File: src/rtl/dispatch_scoreboard_if.sv
// Bundle of enqueue, issue, writeback and status signals for dispatch_scoreboard.
// master: control unit / functional-unit side; slave: the dispatch stage itself.
interface dispatch_scoreboard_if #(
    parameter int unsigned DEPTH  = 4,
    parameter int unsigned NUM_FU = 5,
    parameter int unsigned CTRL_W = 64
);
    localparam int unsigned FuW  = (NUM_FU > 1) ? $clog2(NUM_FU) : 1;
    localparam int unsigned CntW = $clog2(DEPTH + 1);

    logic                  enq_valid;
    logic                  enq_ready;
    logic [CTRL_W-1:0]     enq_ctrl;
    logic [FuW-1:0]        enq_fu;
    logic [4:0]            enq_rs1;
    logic [4:0]            enq_rs2;
    logic [4:0]            enq_rd;
    logic                  enq_wen;
    logic                  flush;
    logic [NUM_FU-1:0]     iss_valid;
    logic [NUM_FU-1:0]     iss_ready;
    logic [CTRL_W-1:0]     iss_ctrl;
    logic [4:0]            iss_rd;
    logic [NUM_FU-1:0]     wb_valid;
    logic [NUM_FU*5-1:0]   wb_rd;
    logic [31:0]           busy;
    logic [CntW-1:0]       count;
    logic                  stall_hazard;

    modport master (
        output enq_valid, enq_ctrl, enq_fu, enq_rs1, enq_rs2, enq_rd, enq_wen, flush,
        output iss_ready, wb_valid, wb_rd,
        input  enq_ready, iss_valid, iss_ctrl, iss_rd, busy, count, stall_hazard
    );

    modport slave (
        input  enq_valid, enq_ctrl, enq_fu, enq_rs1, enq_rs2, enq_rd, enq_wen, flush,
        input  iss_ready, wb_valid, wb_rd,
        output enq_ready, iss_valid, iss_ctrl, iss_rd, busy, count, stall_hazard
    );
endinterface

File: src/rtl/dispatch_scoreboard.sv
// In-order dispatch queue with a 32-entry register scoreboard gating RAW/WAW hazards.
// Optional feature: define SCOREBOARD_WB_BYPASS_EN to let same-cycle writebacks release hazards.
module dispatch_scoreboard #(
    parameter int unsigned DEPTH  = 4,
    parameter int unsigned NUM_FU = 5,
    parameter int unsigned CTRL_W = 64
) (
    input logic                 CLK,
    input logic                 RST,
    dispatch_scoreboard_if.slave bus
);
    localparam int unsigned FuW  = (NUM_FU > 1) ? $clog2(NUM_FU) : 1;
    localparam int unsigned CntW = $clog2(DEPTH + 1);
    localparam int unsigned PtrW = $clog2(DEPTH);

    typedef struct packed {
        logic [CTRL_W-1:0] ctrl;
        logic [FuW-1:0]    fu;
        logic [4:0]        rs1;
        logic [4:0]        rs2;
        logic [4:0]        rd;
        logic              wen;
    } entry_t;

    entry_t            mem_q [DEPTH];
    entry_t            mem_d [DEPTH];
    logic [PtrW-1:0]   rd_ptr_q, rd_ptr_d;
    logic [PtrW-1:0]   wr_ptr_q, wr_ptr_d;
    logic [CntW-1:0]   count_q, count_d;
    logic [31:0]       busy_q, busy_d;

    entry_t            head;
    entry_t            enq_entry;
    logic [31:0]       wb_hit;
    logic [31:0]       busy_eff;
    logic              empty, full;
    logic              haz_rs1, haz_rs2, haz_waw, hazard;
    logic              issuable, push, pop;
    logic [NUM_FU-1:0] iss_valid;

    // Registers named by any completing lane this cycle; duplicates collapse to one clear.
    always_comb begin
        wb_hit = '0;
        for (int i = 0; i < int'(NUM_FU); i++) begin
            if (bus.wb_valid[i]) begin
                wb_hit[bus.wb_rd[5*i +: 5]] = 1'b1;
            end
        end
    end

`ifdef SCOREBOARD_WB_BYPASS_EN
    assign busy_eff = busy_q & ~wb_hit;
`else
    assign busy_eff = busy_q;
`endif

    assign head  = mem_q[rd_ptr_q];
    assign empty = (count_q == '0);
    assign full  = (count_q == CntW'(DEPTH));

    always_comb begin
        haz_rs1  = (head.rs1 != 5'd0) && busy_eff[head.rs1];
        haz_rs2  = (head.rs2 != 5'd0) && busy_eff[head.rs2];
        haz_waw  = head.wen && (head.rd != 5'd0) && busy_eff[head.rd];
        hazard   = haz_rs1 || haz_rs2 || haz_waw;
        issuable = !empty && !bus.flush && !hazard;
    end

    always_comb begin
        iss_valid = '0;
        for (int i = 0; i < int'(NUM_FU); i++) begin
            iss_valid[i] = issuable && (head.fu == FuW'(i));
        end
    end

    assign pop  = |(iss_valid & bus.iss_ready);
    assign push = bus.enq_valid && !full && !bus.flush;

    always_comb begin
        enq_entry.ctrl = bus.enq_ctrl;
        enq_entry.fu   = bus.enq_fu;
        enq_entry.rs1  = bus.enq_rs1;
        enq_entry.rs2  = bus.enq_rs2;
        enq_entry.rd   = bus.enq_rd;
        enq_entry.wen  = bus.enq_wen;
    end

    always_comb begin
        for (int i = 0; i < int'(DEPTH); i++) begin
            mem_d[i] = mem_q[i];
        end
        if (push) begin
            mem_d[wr_ptr_q] = enq_entry;
        end
    end

    always_comb begin
        rd_ptr_d = rd_ptr_q;
        wr_ptr_d = wr_ptr_q;
        count_d  = count_q;
        if (bus.flush) begin
            rd_ptr_d = '0;
            wr_ptr_d = '0;
            count_d  = '0;
        end else begin
            if (push) wr_ptr_d = wr_ptr_q + PtrW'(1);
            if (pop)  rd_ptr_d = rd_ptr_q + PtrW'(1);
            count_d = count_q + CntW'(push) - CntW'(pop);
        end
    end

    // Flush leaves busy alone: already-issued writers still complete.
    always_comb begin
        busy_d = busy_q & ~wb_hit;
        if (pop && head.wen && (head.rd != 5'd0)) begin
            busy_d[head.rd] = 1'b1;
        end
        busy_d[0] = 1'b0;
    end

    always_ff @(posedge CLK or posedge RST) begin
        if (RST) begin
            rd_ptr_q <= '0;
            wr_ptr_q <= '0;
            count_q  <= '0;
            busy_q   <= '0;
            for (int i = 0; i < int'(DEPTH); i++) begin
                mem_q[i] <= '0;
            end
        end else begin
            rd_ptr_q <= rd_ptr_d;
            wr_ptr_q <= wr_ptr_d;
            count_q  <= count_d;
            busy_q   <= busy_d;
            for (int i = 0; i < int'(DEPTH); i++) begin
                mem_q[i] <= mem_d[i];
            end
        end
    end

    assign bus.enq_ready    = !full;
    assign bus.iss_valid    = iss_valid;
    assign bus.iss_ctrl     = head.ctrl;
    assign bus.iss_rd       = head.rd;
    assign bus.busy         = busy_q;
    assign bus.count        = count_q;
    assign bus.stall_hazard = !empty && !bus.flush && hazard;

endmodule

File: src/flat_wrapper.sv
// flat-port wrapper written by rule: the top's interface ports become plain ports
module dispatch_scoreboard_flat 
#(
    parameter int unsigned DEPTH  = 4,
    parameter int unsigned NUM_FU = 5,
    parameter int unsigned CTRL_W = 64
)
  (CLK, RST, bus_enq_valid, bus_enq_ctrl, bus_enq_fu, bus_enq_rs1, bus_enq_rs2, bus_enq_rd, bus_enq_wen, bus_flush, bus_iss_ready, bus_wb_valid, bus_wb_rd, bus_enq_ready, bus_iss_valid, bus_iss_ctrl, bus_iss_rd, bus_busy, bus_count, bus_stall_hazard);
  dispatch_scoreboard_if #(.DEPTH(DEPTH), .NUM_FU(NUM_FU), .CTRL_W(CTRL_W)) bus_i ();
  input logic CLK;
  input logic RST;
  input wire logic [$bits(bus_i.enq_valid)-1:0] bus_enq_valid;
  input wire logic [$bits(bus_i.enq_ctrl)-1:0] bus_enq_ctrl;
  input wire logic [$bits(bus_i.enq_fu)-1:0] bus_enq_fu;
  input wire logic [$bits(bus_i.enq_rs1)-1:0] bus_enq_rs1;
  input wire logic [$bits(bus_i.enq_rs2)-1:0] bus_enq_rs2;
  input wire logic [$bits(bus_i.enq_rd)-1:0] bus_enq_rd;
  input wire logic [$bits(bus_i.enq_wen)-1:0] bus_enq_wen;
  input wire logic [$bits(bus_i.flush)-1:0] bus_flush;
  input wire logic [$bits(bus_i.iss_ready)-1:0] bus_iss_ready;
  input wire logic [$bits(bus_i.wb_valid)-1:0] bus_wb_valid;
  input wire logic [$bits(bus_i.wb_rd)-1:0] bus_wb_rd;
  output wire logic [$bits(bus_i.enq_ready)-1:0] bus_enq_ready;
  output wire logic [$bits(bus_i.iss_valid)-1:0] bus_iss_valid;
  output wire logic [$bits(bus_i.iss_ctrl)-1:0] bus_iss_ctrl;
  output wire logic [$bits(bus_i.iss_rd)-1:0] bus_iss_rd;
  output wire logic [$bits(bus_i.busy)-1:0] bus_busy;
  output wire logic [$bits(bus_i.count)-1:0] bus_count;
  output wire logic [$bits(bus_i.stall_hazard)-1:0] bus_stall_hazard;
  assign bus_i.enq_valid = bus_enq_valid;
  assign bus_i.enq_ctrl = bus_enq_ctrl;
  assign bus_i.enq_fu = bus_enq_fu;
  assign bus_i.enq_rs1 = bus_enq_rs1;
  assign bus_i.enq_rs2 = bus_enq_rs2;
  assign bus_i.enq_rd = bus_enq_rd;
  assign bus_i.enq_wen = bus_enq_wen;
  assign bus_i.flush = bus_flush;
  assign bus_i.iss_ready = bus_iss_ready;
  assign bus_i.wb_valid = bus_wb_valid;
  assign bus_i.wb_rd = bus_wb_rd;
  assign bus_enq_ready = bus_i.enq_ready;
  assign bus_iss_valid = bus_i.iss_valid;
  assign bus_iss_ctrl = bus_i.iss_ctrl;
  assign bus_iss_rd = bus_i.iss_rd;
  assign bus_busy = bus_i.busy;
  assign bus_count = bus_i.count;
  assign bus_stall_hazard = bus_i.stall_hazard;
  dispatch_scoreboard #(.DEPTH(DEPTH), .NUM_FU(NUM_FU), .CTRL_W(CTRL_W)) u_core (.CLK(CLK), .RST(RST), .bus(bus_i));
endmodule
File: config.mk
export PLATFORM = sky130hd
export DESIGN_NAME = dispatch_scoreboard_flat
export DESIGN_NICKNAME = d
export VERILOG_FILES = /design/src/rtl/dispatch_scoreboard_if.sv /design/src/rtl/dispatch_scoreboard.sv /design/src/flat_wrapper.sv
export SDC_FILE = /design/constraint.sdc
export NUM_CORES = 1
export LEC_CHECK = 0
export CAP_MARGIN = 20
export CORE_ASPECT_RATIO = 0.5
export CORE_UTILIZATION = 45
export DETAILED_ROUTE_END_ITERATION = 10
export PLACE_DENSITY = 0.71
export SYNTH_ARGS = -nofsm -noshare
export SYNTH_HDL_FRONTEND = slang
export SYNTH_SLANG_ARGS = --single-unit
File: constraint.sdc
create_clock -name CLK -period 36.4 [get_ports CLK]
set_input_delay 7.28 -clock CLK [delete_from_list [all_inputs] [get_ports CLK]]
set_output_delay 7.28 -clock CLK [all_outputs]
set_load 0.01 [all_outputs]
* Yosys cells after proc, flatten, opt, wreduce, memory -nomap -nowiden
Index checks and enable logic that the tools add are counted.
Operators by class: equality and inequality tests 5, reductions and logical operators 37, add/subtract/negate cells 4, bitwise operators 10, $lt $le $gt $ge 17, mux-type cells 35
Operators with widths (count):
- bitwise mux 332 bit | 1
- 2-to-1 mux 83 bit | 3
- 2-to-1 mux 32 bit | 6
- binary-select mux 83 bit (select 2 bit) | 1
- demux 83 bit (select 2 bit) | 1
- bitwise OR 32 bit | 5
- less-than comparator 5 x 6 -> 1 bit (second input constant) | 8
- bitwise AND 32 bit | 1
- NOT 32 bit | 1
- demux 1 bit (select 5 bit) | 6
- >= comparator 5 x 1 -> 1 bit (second input constant) | 6
- logical AND 1 bit | 23
- binary-select mux 1 bit (select 5 bit) | 3
- nonzero test 5 bit | 3
- 2-to-1 mux 1 bit | 9
- 2-to-1 mux 2 bit | 4
- equality test 3 x 2 -> 1 bit (second input constant) | 2
- equality test 3 bit (second input constant) | 2
- >= comparator 3 bit (second input constant) | 2
- zero test 3 bit | 2
- NOT 2 -> 3 bit | 2
- bitwise AND 5 bit | 1
- OR reduction 5 bit | 1
- adder 2 x 1 -> 2 bit (second input constant) | 2
- 8 further kinds | 13
Storage, ports and cells: register bits after elaboration 370

* Depth between registers and ports, before layout
Gate-level depths: netlist (run 1).
depth after elaboration 17, mapped depth 19, depth with buffers taken out 15

* Worst setup path before layout (run 1)
OpenSTA, ideal clock, no wires.
kind input -> output, from input bus_flush, to output bus_iss_valid[1], slack 20.892 ns, stages 4, required time 29.120 ns, data arrival time 8.228 ns, cells stage by stage clkbuf_1 > nor2_1 > nand3_2 > nor4b_1
On the way: word-level cells in the longest chain between the ends 4
RTL lines:
- start, declared | RTL line flat_wrapper.sv:19 | input wire logic [$bits(bus_i.flush)-1:0] bus_flush;
- zero test 1 bit | RTL line dispatch_scoreboard.sv:66 | issuable = !empty && !bus.flush && !hazard;
- logical AND 1 bit (2 in a row) | RTL line dispatch_scoreboard.sv:66
- logical AND 1 bit | RTL line dispatch_scoreboard.sv:72 | iss_valid[i] = issuable && (head.fu == FuW'(i));
- end, declared | RTL line flat_wrapper.sv:24 | output wire logic [$bits(bus_i.iss_valid)-1:0] bus_iss_valid;
Every way passes these cells.

* Worst setup path after layout (run 1)
Ends and elaborated chain as after synthesis.

==> summary.md, run 1 <==
| Metric | Value |
|---|---|
| Maxcap violations | 0 |
| TNS Setup | 0 ns |
| Root Buffer | clkbuf_16 |
| Fillers | approximately 3.1k |
| Die Ht | 145 um |
| Worst path cell trace | clkdlybuf4s50_1, nor2_1, nand3_2, nor4b_1, clkdlybuf4s50_1 |
| Synth cell types | 67 |
| Clock Latency Late Sink | about 0.53 ns |
| First-pass GRT wire length | 79.0 mm |
| Clock Sinks | 370 |
| Initial antenna violation count | 2 |
| Via Count | between 10k and 15k |
| Max_slew headroom | 29.5% |
| Crit path kind | in2out |
| Final slew viol count | 0 |
| GR Util All Layers | between 20% and 30% |
| DIE AREA | between 40000 and 50000 sq um |
| HPWL Detailed | ~35 mm |
| Top-count cell post-synth | dfrtp_1 |
| Most used cell, CP | clkdlybuf4s50_1 |
| Peak VDD IR | ~0.000039 V |
| Fin crit share | between 40% and 50% |
| Sequential share of the synthesized area | 50.5% |
| Residual DRC | 0 |
| Least-Margin Pin Slew | 1.06 ns |
| Tmin final | 16.59 ns |
| Hold Path Class | reg2reg |
| Final total power | 1.71 mW |
| Yosys warning total | 0 |
| Global route overflow | 0 |
| Row cnt | 51 |
| Status | finished, final reports clean |
| Clock Tree Buf Depth | 3 |
| Syn Nets | 1439 |
| CP max stage delay | ~0.63 ns |
| H-tree depth | 2 |
| Cts repair resizes | 0 |
| Critical Path Source Type | primary input |
| Synthesized area per cell | 14.0 sq um |
| Routed wire per std cell | about 25 um |
| Post-synth EDFFs | 0 |
| Yosys top cell by area | dfrtp_1 |
| Largest net degree at the start of global routing | 182 |
| Main flop type after synthesis | dfrtp_1 |
| CTS hold repair buffers | 0 |
| Worst endpoint data arrival time | 9.31 ns |
| Nets | 1633 |
| Clk_skew | 0.0199 ns |
| Vias/cell | 5.95 |
| Final hold viol count | 0 |
| Most frequent cells after synthesis | dfrtp_1, mux2_2, mux4_2 |
| Crit-path slowest cell | clkdlybuf4s50_1 |
| Antenna Nets Post-Route | 0 |
| TritonCTS clock tree | done |
| Post-synth ARST share | 100% |
| Power per cell area | approximately 77 nW/um^2 |
| Synthesis-stage register bit count | 370 |
| Cells after synthesis | 1310 |
| Worst setup EP type | output port |
| F_max | 60.3 MHz |
| Top delay family on crit path | buffers and inverters |
| CP Data Required Time | 29.12 ns |
| Post-route worst setup slack | 19.81 ns |
| RSZ-0062 raised after global routing | no |
| PortBufs | 231 |
| CP bufs+invs | 2 |
| Initial core utilization | a little under half |
| Hold slack | 0.500 ns |
| Flop2flop setup slack | a little over 30 ns |
| Core Area | a little under 40000 sq um |
| Post-Syn Area | 18300 sq um |
| Synth area leaders | dfrtp_1, mux2_2, mux4_2, mux2i_1, clkbuf_1 |
| Final setup fails | 0 |
| Area fraction of the dominant cell type after synthesis | 50.5% |
| Gpl congestion | 0.939 |
| Cts bufs inserted | 35 |
| Leakage | 9.48 nW |
| Ports | around 230 |
| Proportion of layout cells with a drive suffix above 1 | 35.1% |
| Crit Path Max Fanout | 9 |
| Number of DRC markers in iteration 0 | 905 |
| Final wirelength | 50.7 mm |
| Pre-CTS setup slack | roughly 20 ns |
| Pre-antenna DRT Iters | 6 |
| Number of global-route vias before repair | 13.2k |
| Clk slew on worst S/H paths | 0.06 ns |
| Post-CTS Setup Inserts | 0 |
| Synthesis-to-layout area growth | 21.5% |
| Die X | around 290 um |
## metrics by stage
step                      cell area (sq um)  instances  utilization [%]
after floorplan                       18300       1310                -
after global placement                21100       1996             53.3
after detailed placement              21100       1997             53.3
after CTS                             22300       2059             56.4
after global routing                  22300       2061             56.4
final                                 22300       2061             56.4
## layout by cell type, fill, tap and decap left out, drive strengths merged, types with 7 or more instances in the layout
master         netlist  final
a221o                7      7
a211oi               7      7
buf                 28     11
nor2b               10     10
dfrtp              370    370
and3                14     14
mux2i               47     47
nor3b               21     21
clkdlybuf4s50        0    231
mux2               341    341
clkbuf              57     48
nor3                24     24
nand3               13     13
nand2               46     46
o21ai               23     23
a22oi               18     18
clkinv               0      9
nand3b              10     10
nor2                41     41
a41o                 7      7
inv                 15     16
o22ai               19     19
mux4                84     84
a31o                24     24
## power breakdown
| group | total [mW] | switching, mW | leakage, nW | internal (mW) |
|---|---|---|---|---|
| combinational | 0.659 | 0.284 | 4.19 | 0.375 |
| sequential | 0.677 | 0.0928 | 4.69 | 0.584 |
| clock | 0.378 | 0.158 | 0.595 | 0.220 |
| total | 1.71 | 0.535 | 9.48 | 1.18 |
## state kept, by name, indices dropped and copies added (netlist names)
signal and cells:
u_core.bus.busy 31, u_core.bus.count 3, u_core.mem_q 332, u_core.rd_ptr_q 2, u_core.wr_ptr_q 2
## cell families after synthesis
family | Yosys count | share of synthesized area, %
xor+xnor | 3 | 0.143
buf+inv | 100 | 2.42
fa+ha+maj | 7 | 0.519
flops | 370 | 50.5
mux | 472 | 34.0
simple gates | 216 | 6.50
other cells | 1 | 0.0205
compound gates | 141 | 5.94
## worst paths after layout
path | from | endpoint | cells after the start
setup reg to reg | u_core.rd_ptr_q[1] | u_core.bus.count[2] | 17
hold reg to reg | u_core.mem_q[211] | u_core.mem_q[211] | 1
min in group asynchronous | RST | u_core.mem_q[277] | 2
max in group asynchronous | RST | u_core.rd_ptr_q[0] | 4
setup / recovery | bus_flush | bus_iss_valid[1] | 5
hold / removal | u_core.mem_q[211] | u_core.mem_q[211] | 1
## area by class of cell
class / instances / area (sq um) / area share (%)
Sequential cell: 370 / 9270 / 41.6
Multi-Input combinational cell: 840 / 8660 / 38.9
Timing Repair Buffer: 242 / 2410 / 10.8
Clock buffer: 48 / 1020 / 4.60
Tap cell: 530 / 663 / 2.98
Clock inverter: 14 / 174 / 0.781
Inverter: 15 / 63.8 / 0.287
Antenna cell: 2 / 5.00 / 0.0225
## metal layers
metal  global-route usage [%]  share of wire (%)
met1                     32.0                 42
met2                     43.9                 52
met5                        0                  0
met4                     6.47                2.2
met3                     3.98                4.5
No activity file was read; power rests on OpenSTA's default activity.
==> run 2: changes to the inputs <==
Clock period 36.4 ns to 16.6 ns, I/O delays scaled along.
==> run 2 against run 1 <==
Count of clock-buffer cells in the layout up 4; wire length about the same; worst hold slack worse by 0.0031 ns; sequential cell count unchanged; register-to-register slack worse by 19 ns; first-iteration DRC count up 2.8%; sequential share of layout area about the same; global-route usage down 0.086 points; cell area about the same; clock power up 120%; cell count about the same; largest cell class unchanged.
==> summary.md, run 2 (synthesis results as in run 1) <==
| Metric | Value |
|---|---|
| Cts repair resizes | 0 |
| PortBufs | ~230 |
| Crit-path slowest cell | clkdlybuf4s50_1 |
| Synthesis-to-layout area growth | 21.5% |
| Worst path cell trace | clkdlybuf4s50_1, nor2_1, nand3_2, nor4b_1, clkdlybuf4s50_1 |
| Die Ht | 145 um |
| Residual DRC | 0 |
| First-pass GRT wire length | ~79 mm |
| Final slew viol count | 0 |
| Most frequent cells in the layout | dfrtp_1, mux2_2, clkdlybuf4s50_1 |
| DIE AREA | about 42000 sq um |
| GR Util All Layers | 24.8% |
| Number of global-route vias before repair | 13.2k |
| Power per cell area | approximately 170 nW/um^2 |
| Initial core utilization | approximately 46% |
| Cts bufs inserted | 35 |
| Ports | 233 |
| Tmin final | between 8 and 9 ns |
| Fin crit share | 52.0% |
| Clk_skew | 0.0128 ns |
| Root Buffer | clkbuf_16 |
| Global route overflow | 0 |
| Final hold viol count | 0 |
| Vias/cell | 5.96 |
| Initial antenna violation count | 1 |
| Core Area | 39500 sq um |
| Least-Margin Pin Slew | 1.23 ns |
| TNS Setup | 0 ns |
| F_max | 116 MHz |
| Clock Tree Buf Depth | 3 |
| HPWL Detailed | 34.1 mm |
| Worst endpoint data arrival time | 5.32 ns |
| Pre-antenna DRT Iters | 5 |
| Post-CTS Setup Inserts | 0 |
| Maxcap violations | 0 |
| Row cnt | 51 |
| Most common cell after layout, fill and taps aside | dfrtp_1 |
| Via Count | 12.3k |
| CP bufs+invs | 2 |
| Worst setup EP type | output port |
| Antenna Nets Post-Route | 0 |
| Most flops, register | u_core.mem_q |
| Most used cell, CP | clkdlybuf4s50_1 |
| CP Data Required Time | between 10 and 15 ns |
| Critical Path Source Type | primary input |
| Proportion of layout cells with a drive suffix above 1 | a little over a third |
| Die X | 287 um |
| Hold Path Class | reg2reg |
| Clock Latency Late Sink | 0.53 ns |
| H-tree depth | 2 |
| Final wirelength | 50.6 mm |
| Reg2reg path depth | 16 |
| Final setup fails | 0 |
| TritonCTS clock tree | done |
| Hold slack | 0.497 ns |
| Crit path kind | in2out |
| Number of DRC markers in iteration 0 | 930 |
| Cell depth of the worst setup path | 5 |
| CTS hold repair buffers | 0 |
| Max_slew headroom | 17.9% |
| Status | finished, final reports clean |
| Top delay family on crit path | buffers and inverters |
| Max reg flops | approximately 330 |
| Worst hold path depth | 1 |
| Routed wire per std cell | 24.6 um |
| CP max stage delay | 0.64 ns |
| Crit Path Max Fanout | 9 |
| Gpl congestion | 1.01 |
| Nets | approximately 1.6k |
| RSZ-0062 raised after global routing | no |
| Clk slew on worst S/H paths | 0.06 ns |
| Peak VDD IR | 0.0000693 V |
| Leakage | about 9.5 nW |
| Largest net degree at the start of global routing | 163 |
| Clock Sinks | 370 |
| Fillers | 3138 |
==> run 2: where the power goes <==
group          switching, mW  internal [mW]  total [mW]
Clock                  0.346          0.483       0.829
Combinational          0.605          0.821        1.43
Sequential             0.212           1.28        1.49
==> run 2: area by class of cell <==
class / count / area, sq um / area share [%]
well taps: 530 / 663 / 2.98
clock buffers: 52 / 1040 / 4.67
flip-flops and latches: 370 / 9270 / 41.6
multi-input cells: 840 / 8660 / 38.9
clock inverters: 8 / 138 / 0.618
inverters: 15 / 63.8 / 0.286
repair buffers: 243 / 2440 / 11.0
diodes: 2 / 5.00 / 0.0225
==> run 2: through the flow <==
stage | instances | worst slack [ns] | cell area, sq um | util [%] | total power, mW
2_1_floorplan | 1310 | 3.01 | 18300 | - | 2.38
4_1_cts | 2056 | 7.95 | 22200 | 56.2 | 3.78
6_report | 2060 | 7.96 | 22300 | 56.4 | 3.75
3_5_place_dp | 1996 | 7.96 | 21000 | 53.3 | 2.94
3_3_place_gp | 1995 | 7.99 | 21000 | 53.3 | 2.84
5_1_grt | 2059 | 7.85 | 22300 | 56.4 | 3.94
==> run 2: routing by layer <==
layer	up-vias	global-route usage (%)	wire (um)
li1	5380	-	-
met1	6445	31.8	21000
met2	353	43.0	26000
met3	92	4.37	2490
met4	0	7.64	1160
met5	-	0	0
==> run 2: worst paths after layout <==
path / end / slack, ns / startpoint
min: u_core.mem_q[97] / 0.50 / u_core.mem_q[97]
min reg2reg: u_core.mem_q[97] / 0.50 / u_core.mem_q[97]
min in group asynchronous: u_core.mem_q[111] / 3.18 / RST
max reg2reg: u_core.bus.count[2] / 11.17 / u_core.rd_ptr_q[1]
max in group asynchronous: u_core.mem_q[60] / 10.68 / RST
max: bus_iss_valid[1] / 7.96 / bus_flush
